$ cat src/rtl/i2s_pkg.sv
`default_nettype none
// ============================================================================
// Module      : i2s_pkg
// Description : Shared constants and the stereo sample pair type used by the
//               I2S frame generator and its sample FIFO.
// Revision    : 1.0 - initial release
// ============================================================================
package i2s_pkg;

    localparam int SAMPLE_W    = 32;    // bits per audio sample
    localparam int BITS_PER_CH = 32;    // SCLK periods per channel half-frame

    typedef struct packed {
        logic [SAMPLE_W-1:0] left;
        logic [SAMPLE_W-1:0] right;
    } stereo_t;

endpackage
`default_nettype wire

$ cat src/rtl/sample_fifo.sv
`default_nettype none
// ============================================================================
// Module      : sample_fifo
// Description : Synchronous FIFO of stereo sample pairs with an occupancy
//               output. No write-to-read bypass: the head only reflects
//               entries written on earlier edges.
// Ports       : clk        - system clock (rising edge)
//               reset_n    - asynchronous active-low reset, empties the FIFO
//               push       - write request (ignored while full)
//               push_data  - pair written at the tail
//               pop        - read request (ignored while empty)
//               head       - pair at the head
//               full/empty - occupancy flags
//               level      - number of occupied entries
// Revision    : 1.0 - initial release
// ============================================================================
module sample_fifo
    import i2s_pkg::*;
#(
    parameter int DEPTH = 4
) (
    input  logic                     clk,
    input  logic                     reset_n,
    input  logic                     push,
    input  stereo_t                  push_data,
    input  logic                     pop,
    output stereo_t                  head,
    output logic                     full,
    output logic                     empty,
    output logic [$clog2(DEPTH):0]   level
);

    localparam int PTR_W = $clog2(DEPTH);

    stereo_t            r_mem [DEPTH];
    logic [PTR_W-1:0]   r_wr_ptr;
    logic [PTR_W-1:0]   r_rd_ptr;
    logic [PTR_W:0]     r_level;
    logic               w_do_push;
    logic               w_do_pop;

    assign full      = (r_level == (PTR_W+1)'(DEPTH));
    assign empty     = (r_level == '0);
    assign w_do_push = push && !full;
    assign w_do_pop  = pop && !empty;
    assign head      = r_mem[r_rd_ptr];
    assign level     = r_level;

    // Depth is a power of two, so pointers wrap naturally at their width.
    always_ff @(posedge clk or negedge reset_n) begin
        if (!reset_n) begin
            r_wr_ptr <= '0;
            r_rd_ptr <= '0;
            r_level  <= '0;
        end else begin
            if (w_do_push) r_wr_ptr <= r_wr_ptr + 1'b1;
            if (w_do_pop)  r_rd_ptr <= r_rd_ptr + 1'b1;
            case ({w_do_push, w_do_pop})
                2'b10:   r_level <= r_level + 1'b1;
                2'b01:   r_level <= r_level - 1'b1;
                default: r_level <= r_level;
            endcase
        end
    end

    // Storage needs no reset: contents are unreachable once pointers clear.
    always_ff @(posedge clk) begin
        if (w_do_push) r_mem[r_wr_ptr] <= push_data;
    end

endmodule
`default_nettype wire

$ cat src/rtl/i2s_frame_gen.sv
`default_nettype none
// ============================================================================
// Module      : i2s_frame_gen
// Description : I2S frame timing generator. Buffers stereo pairs in a FIFO,
//               produces SCLK/LRCLK and presents each parallel sample to a
//               downstream serializer for a whole channel half-frame.
// Ports       : clk, reset_n          - clock, async active-low reset
//               s_valid/s_ready       - producer handshake
//               s_left/s_right        - stereo pair offered
//               sclk, lrclk           - bit clock and word select
//               i2s_data              - parallel sample for the serializer
//               fifo_level            - occupied FIFO entries
//               underrun/underrun_clr - sticky starvation flag and its clear
// Config      : I2S_UNDERRUN_REPEAT_EN - when defined, a starved frame
//               repeats the last popped pair instead of sending zeros.
// Revision    : 1.0 - initial release
// ============================================================================
module i2s_frame_gen
    import i2s_pkg::*;
#(
    parameter int SCLK_DIV   = 4,
    parameter int FIFO_DEPTH = 4
) (
    input  logic                          clk,
    input  logic                          reset_n,
    input  logic                          s_valid,
    output logic                          s_ready,
    input  logic [SAMPLE_W-1:0]           s_left,
    input  logic [SAMPLE_W-1:0]           s_right,
    output logic                          sclk,
    output logic                          lrclk,
    output logic [SAMPLE_W-1:0]           i2s_data,
    output logic [$clog2(FIFO_DEPTH):0]   fifo_level,
    output logic                          underrun,
    input  logic                          underrun_clr
);

    logic [7:0]          r_div_cnt;
    logic                r_sclk;
    logic [4:0]          r_bit_cnt;
    logic                r_lrclk;
    logic [SAMPLE_W-1:0] r_data;
    logic [SAMPLE_W-1:0] r_hold;
    logic                r_underrun;

    logic                w_div_wrap;
    logic                w_sclk_fall;
    logic                w_lr_toggle;
    logic                w_lr_rise;
    logic                w_lr_fall;
    logic                w_push;
    logic                w_pop;
    logic                w_full;
    logic                w_empty;
    stereo_t             w_head;
    stereo_t             w_fill;    // pair presented when a frame starves

    assign w_div_wrap  = (r_div_cnt == 8'(SCLK_DIV-1));
    assign w_sclk_fall = w_div_wrap && r_sclk;
    // LRCLK flips together with the SCLK fall that wraps the bit counter.
    assign w_lr_toggle = w_sclk_fall && (r_bit_cnt == 5'(BITS_PER_CH-1));
    assign w_lr_rise   = w_lr_toggle && !r_lrclk;
    assign w_lr_fall   = w_lr_toggle && r_lrclk;

    assign s_ready     = !w_full;
    assign w_push      = s_valid && s_ready;
    assign w_pop       = w_lr_rise && !w_empty;

    sample_fifo #(
        .DEPTH     (FIFO_DEPTH)
    ) u_fifo (
        .clk       (clk),
        .reset_n   (reset_n),
        .push      (w_push),
        .push_data ({s_left, s_right}),
        .pop       (w_pop),
        .head      (w_head),
        .full      (w_full),
        .empty     (w_empty),
        .level     (fifo_level)
    );

`ifdef I2S_UNDERRUN_REPEAT_EN
    stereo_t r_last;

    always_ff @(posedge clk or negedge reset_n) begin
        if (!reset_n)   r_last <= '0;
        else if (w_pop) r_last <= w_head;
    end

    assign w_fill = r_last;
`else
    assign w_fill = '0;
`endif

    // SCLK divider and bit counter
    always_ff @(posedge clk or negedge reset_n) begin
        if (!reset_n) begin
            r_div_cnt <= '0;
            r_sclk    <= 1'b0;
            r_bit_cnt <= '0;
            r_lrclk   <= 1'b0;
        end else begin
            r_div_cnt <= w_div_wrap ? 8'd0 : r_div_cnt + 8'd1;
            if (w_div_wrap)  r_sclk <= !r_sclk;
            if (w_sclk_fall) begin
                r_bit_cnt <= (r_bit_cnt == 5'(BITS_PER_CH-1)) ? 5'd0 : r_bit_cnt + 5'd1;
            end
            if (w_lr_toggle) r_lrclk <= !r_lrclk;
        end
    end

    // Sample presentation: left loaded at LRCLK rise, right (held) at fall.
    always_ff @(posedge clk or negedge reset_n) begin
        if (!reset_n) begin
            r_data     <= '0;
            r_hold     <= '0;
            r_underrun <= 1'b0;
        end else begin
            if (w_lr_rise) begin
                if (!w_empty) begin
                    r_data <= w_head.left;
                    r_hold <= w_head.right;
                end else begin
                    r_data <= w_fill.left;
                    r_hold <= w_fill.right;
                end
            end else if (w_lr_fall) begin
                r_data <= r_hold;
            end

            // Setting takes priority over a simultaneous clear.
            if (w_lr_rise && w_empty) r_underrun <= 1'b1;
            else if (underrun_clr)    r_underrun <= 1'b0;
        end
    end

    assign sclk     = r_sclk;
    assign lrclk    = r_lrclk;
    assign i2s_data = r_data;
    assign underrun = r_underrun;

endmodule
`default_nettype wire
$ cat config.mk
export PLATFORM = sky130hd
export DESIGN_NAME = i2s_frame_gen
export DESIGN_NICKNAME = d
export VERILOG_FILES = /design/src/rtl/i2s_pkg.sv /design/src/rtl/sample_fifo.sv /design/src/rtl/i2s_frame_gen.sv
export SDC_FILE = /design/constraint.sdc
export NUM_CORES = 1
export LEC_CHECK = 0
export BUFFER_PORTS_ARGS = -buffer_cell sky130_fd_sc_hd__buf_2
export CAP_MARGIN = 5
export CORE_UTILIZATION = 50
export CTS_BUF_LIST = sky130_fd_sc_hd__clkbuf_8
export DETAILED_ROUTE_END_ITERATION = 8
export PLACE_DENSITY = 0.75
export SKIP_CTS_REPAIR_TIMING = 1
export SYNTH_ARGS = -nofsm -noshare
export SYNTH_HDL_FRONTEND = slang
export SYNTH_SLANG_ARGS = --single-unit
$ cat constraint.sdc
create_clock -name clk -period 3.6 [get_ports clk]
set_input_delay 0.54 -clock clk [delete_from_list [all_inputs] [get_ports clk]]
set_output_delay 0.54 -clock clk [all_outputs]
set_load 0.01 [all_outputs]
==> reports/results.txt <==
status = completed
Main synth FF type = edfxtp_1
Slew HR = 0.3015
M3 GR Usage = 0.03972
Finish-stage setup viols = 0
Port Buffer Count = 106
Initial Utilization = 0.5109
power density over the cells = 597.4 nW/µm²
crit path cell chain = ha_1 -> and3_1 -> ha_1 -> nand4_2 -> buf_4 -> or2_2 -> a22o_1
CP Data Arrival Time = 3.17 ns
Syn Inst Count = 648
worst path bufs/invs = 1
Worst R2R Path Depth = 7
Die Ht = 162.4 µm
Layout Cells excl Fill = 1152
busiest layer in global routing = met2
Crit Path Max Fanout = 34
multi-input logic area = 2833 µm²
grt met1 use = 0.2463
Worst-path clk slew = 0.06 ns
Critical Path Stages = 7
die area = 26380 µm²
CP Data Required Time = 4.08 ns
GRT overflow = 0
Tot GR Track Use = 0.1989
DRT Wirelength = 25210 µm
CTS tree = done
fraction of layout cells with a size suffix above 1 = 0.3159
min cycle time layout = 2.688 ns
number of flops mapped to enable cells by yosys = 256
IO Pins = 107
register area = 9871 µm²
CP max stage delay = 0.71 ns
Num CTS Buffers = 50
Worst Setup Start Kind = flip-flop
core area = 25180 µm²
max cap viols = 0
leakage dissipation = 5.500 nW
Worst path top cell family by delay = simple AND/OR/NAND/NOR gates
Post-Syn Area = 12870 µm²
internal power = 6.655 mW
CTS Buffer Depth = 3
crit end category = flip-flop
num rows = 58
Final Slew Violations = 0
DR WL/cell = 21.88 µm
DR DRC count = 0
Sw Share = 0.2426
Fin. Hold Viols = 0
first-pass GRT wire length = 39510 µm
Design Power = 8.787 mW
RSZ-0062 raised after global routing = false
Max VDD drop = 381.3 µV
Detail Placement HPWL = 14760 µm
syn nets = 725
largest net degree at the start of global routing = 73
first drt pass iteration count = 5
Slew @ Worst Pin = 1.048 ns
Yosys cell types = 33
Seq pwr share = 0.580
P_sw = 2.132 mW
number of vias per cell = 5.691
Critical Path Sink = r_hold[7]$_DFFE_PN0N_
Clock Latency Late Sink = 0.55 ns
Num Clock Sinks = 343
antenna violations before repair = 4
Die X = 162.4 µm
Clock Power Share = 0.320
1st-iter DRT viols = 473
synth warn = 0
GR Util met2 = 0.3502
area grow syn2layout = 14.32%
crit path kind = flip-flop to flip-flop
Hold Crit Class = input pin to asynchronous set/reset pin
post-synthesis sequential area ratio = 0.7667
CTS H-tree depth = 2
Setup TNS Final = 0 ns
period utilization = 0.7467
vias in the first global route = 7204
Crit-path slowest cell = or2_2
fmax = 372.0 MHz
R2R Setup Slk = 0.91 ns
crit path launch = r_bit_cnt[0]$_DFFE_PN0P_
GP Congestion = 0.7700
register bit total from synthesis = 343
clk_skew = 0.01011 ns
Routed Antenna Nets = 0
Syn Area/Cell = 19.86 µm²
post-layout util = 0.5841
Layout fillers = 1831
dpl cells = 1059
most numerous cell on the critical path = ha_1
R2R Path Start = r_bit_cnt[0]$_DFFE_PN0P_
reg2reg end = r_hold[7]$_DFFE_PN0N_
Post-synth ARST share = 0.2536
Comb power frac = 0.100
root buf cell = clkbuf_8
Nets = 858
routed vias = 6556
==> cell usage after synthesis (4+ instances only) <==
cell type / instances / share of area
edfxtp_1: 256 / 0.60
dfrtp_1: 87 / 0.17
nor2_1: 68 / 0.020
mux4_2: 64 / 0.11
a22o_1: 33 / 0.022
a221oi_1: 32 / 0.022
clkbuf_1: 15 / 0.0044
buf_2: 13 / 0.0051
xnor2_1: 11 / 0.0075
inv_1: 9 / 0.0026
nand3_1: 9 / 0.0035
and3_1: 8 / 0.0039
ha_1: 8 / 0.0078
buf_1: 4 / 0.0012
==> routing by layer <==
metal / part of all wire / routed length (µm)
met5: 0.00091 / 23
met4: 0.019 / 473
met3: 0.065 / 1649
met1: 0.39 / 9766
met2: 0.53 / 13290
==> metrics by stage <==
| step | cell area [µm²] | setup slack [ns] | hold WS [ns] |
|---|---|---|---|
| CTS | 14700 | 0.9379 | 0.1558 |
| floorplan | 12870 | 0.8623 | 0.2444 |
| global placement | 13780 | 1.019 | 0.4756 |
| detailed placement | 13780 | 0.9397 | 0.4960 |
| finish | 14710 | 0.9119 | 0.1131 |
| global route | 14710 | 0.7690 | 0.1680 |
==> logic make-up after synthesis <==
| group | Yosys count | share of synthesized area |
|---|---|---|
| DFF | 343 | 0.7667 |
| xor gates and xnor gates | 14 | 0.009530 |
| and+or+nand+nor | 98 | 0.03569 |
| muxes | 68 | 0.1154 |
| buffers and inverters | 44 | 0.01585 |
| adders and majority gates | 9 | 0.009336 |
| AOI/OAI and AO/OA | 72 | 0.04746 |
==> power by group through the flow <==
stage / sequential [mW] / clock [mW] / combinational [mW]
2_1_floorplan: 5.15 / 0 / 0.514
4_1_cts: 5.10 / 2.86 / 0.912
6_report: 5.10 / 2.81 / 0.882
3_3_place_gp: 5.12 / 0 / 0.873
3_5_place_dp: 5.18 / 0 / 0.910
5_1_grt: 5.14 / 3.03 / 0.963
==> worst reg2reg max path, stage by stage (launching register included) <==
cell and delay [ns]:
dfrtp_1 0.41, ha_1 0.25, and3_1 0.19, ha_1 0.23, nand4_2 0.14, buf_4 0.41
or2_2 0.72, a22o_1 0.28
==> cell type report <==
class	instances	area share
Multi-Input combinational cell	261	0.1926
Sequential cell	343	0.6711
Clock inverter	34	0.009272
Tap cell	330	0.02807
Antenna cell	2	0.0003403
Inverter	9	0.002297
Clock buffer	57	0.05333
Timing Repair Buffer	116	0.04304
==> flip-flops by register name (all words and copies together), names as in the netlist <==
register	count
i2s_data	32
lrclk	1
r_bit_cnt	5
r_div_cnt	8
r_hold	32
sclk	1
u_fifo.level	3
u_fifo.r_mem	256
u_fifo.r_rd_ptr	2
u_fifo.r_wr_ptr	2
underrun	1
==> how the worst min path moves through the flow <==
stage | startpoint | end | slack [ns] | cells after the start
floorplan | reset_n | i2s_data[0]$_DFFE_PN0P_ | 0.24 | 0
global placement | r_div_cnt[0]$_DFF_PN0_ | r_div_cnt[0]$_DFF_PN0_ | 0.48 | 1
detailed placement | r_hold[11]$_DFFE_PN0N_ | r_hold[11]$_DFFE_PN0N_ | 0.50 | 1
CTS | reset_n | u_fifo.r_wr_ptr[0]$_DFFE_PN0P_ | 0.16 | 1
global route | s_right[13] | u_fifo.r_mem[2][13]$_DFFE_PP_ | 0.17 | 1
finish | reset_n | u_fifo.r_wr_ptr[1]$_DFFE_PN0P_ | 0.11 | 1
==> placed cells by master (no fill, tap or decap), types with 4 or more instances in the layout <==
master	Yosys	layout
and3_4	0	4
nor2_1	68	67
nand3_1	9	9
xnor2_1	11	11
inv_1	9	34
dfrtp_1	87	84
clkinv_1	0	4
ha_1	8	8
clkbuf_8	0	57
mux4_2	64	64
clkinv_2	0	4
buf_2	13	105
buf_4	0	9
a22o_1	33	33
a221oi_1	32	32
edfxtp_1	256	256
Note: power is estimated with default switching activity, not from simulation.
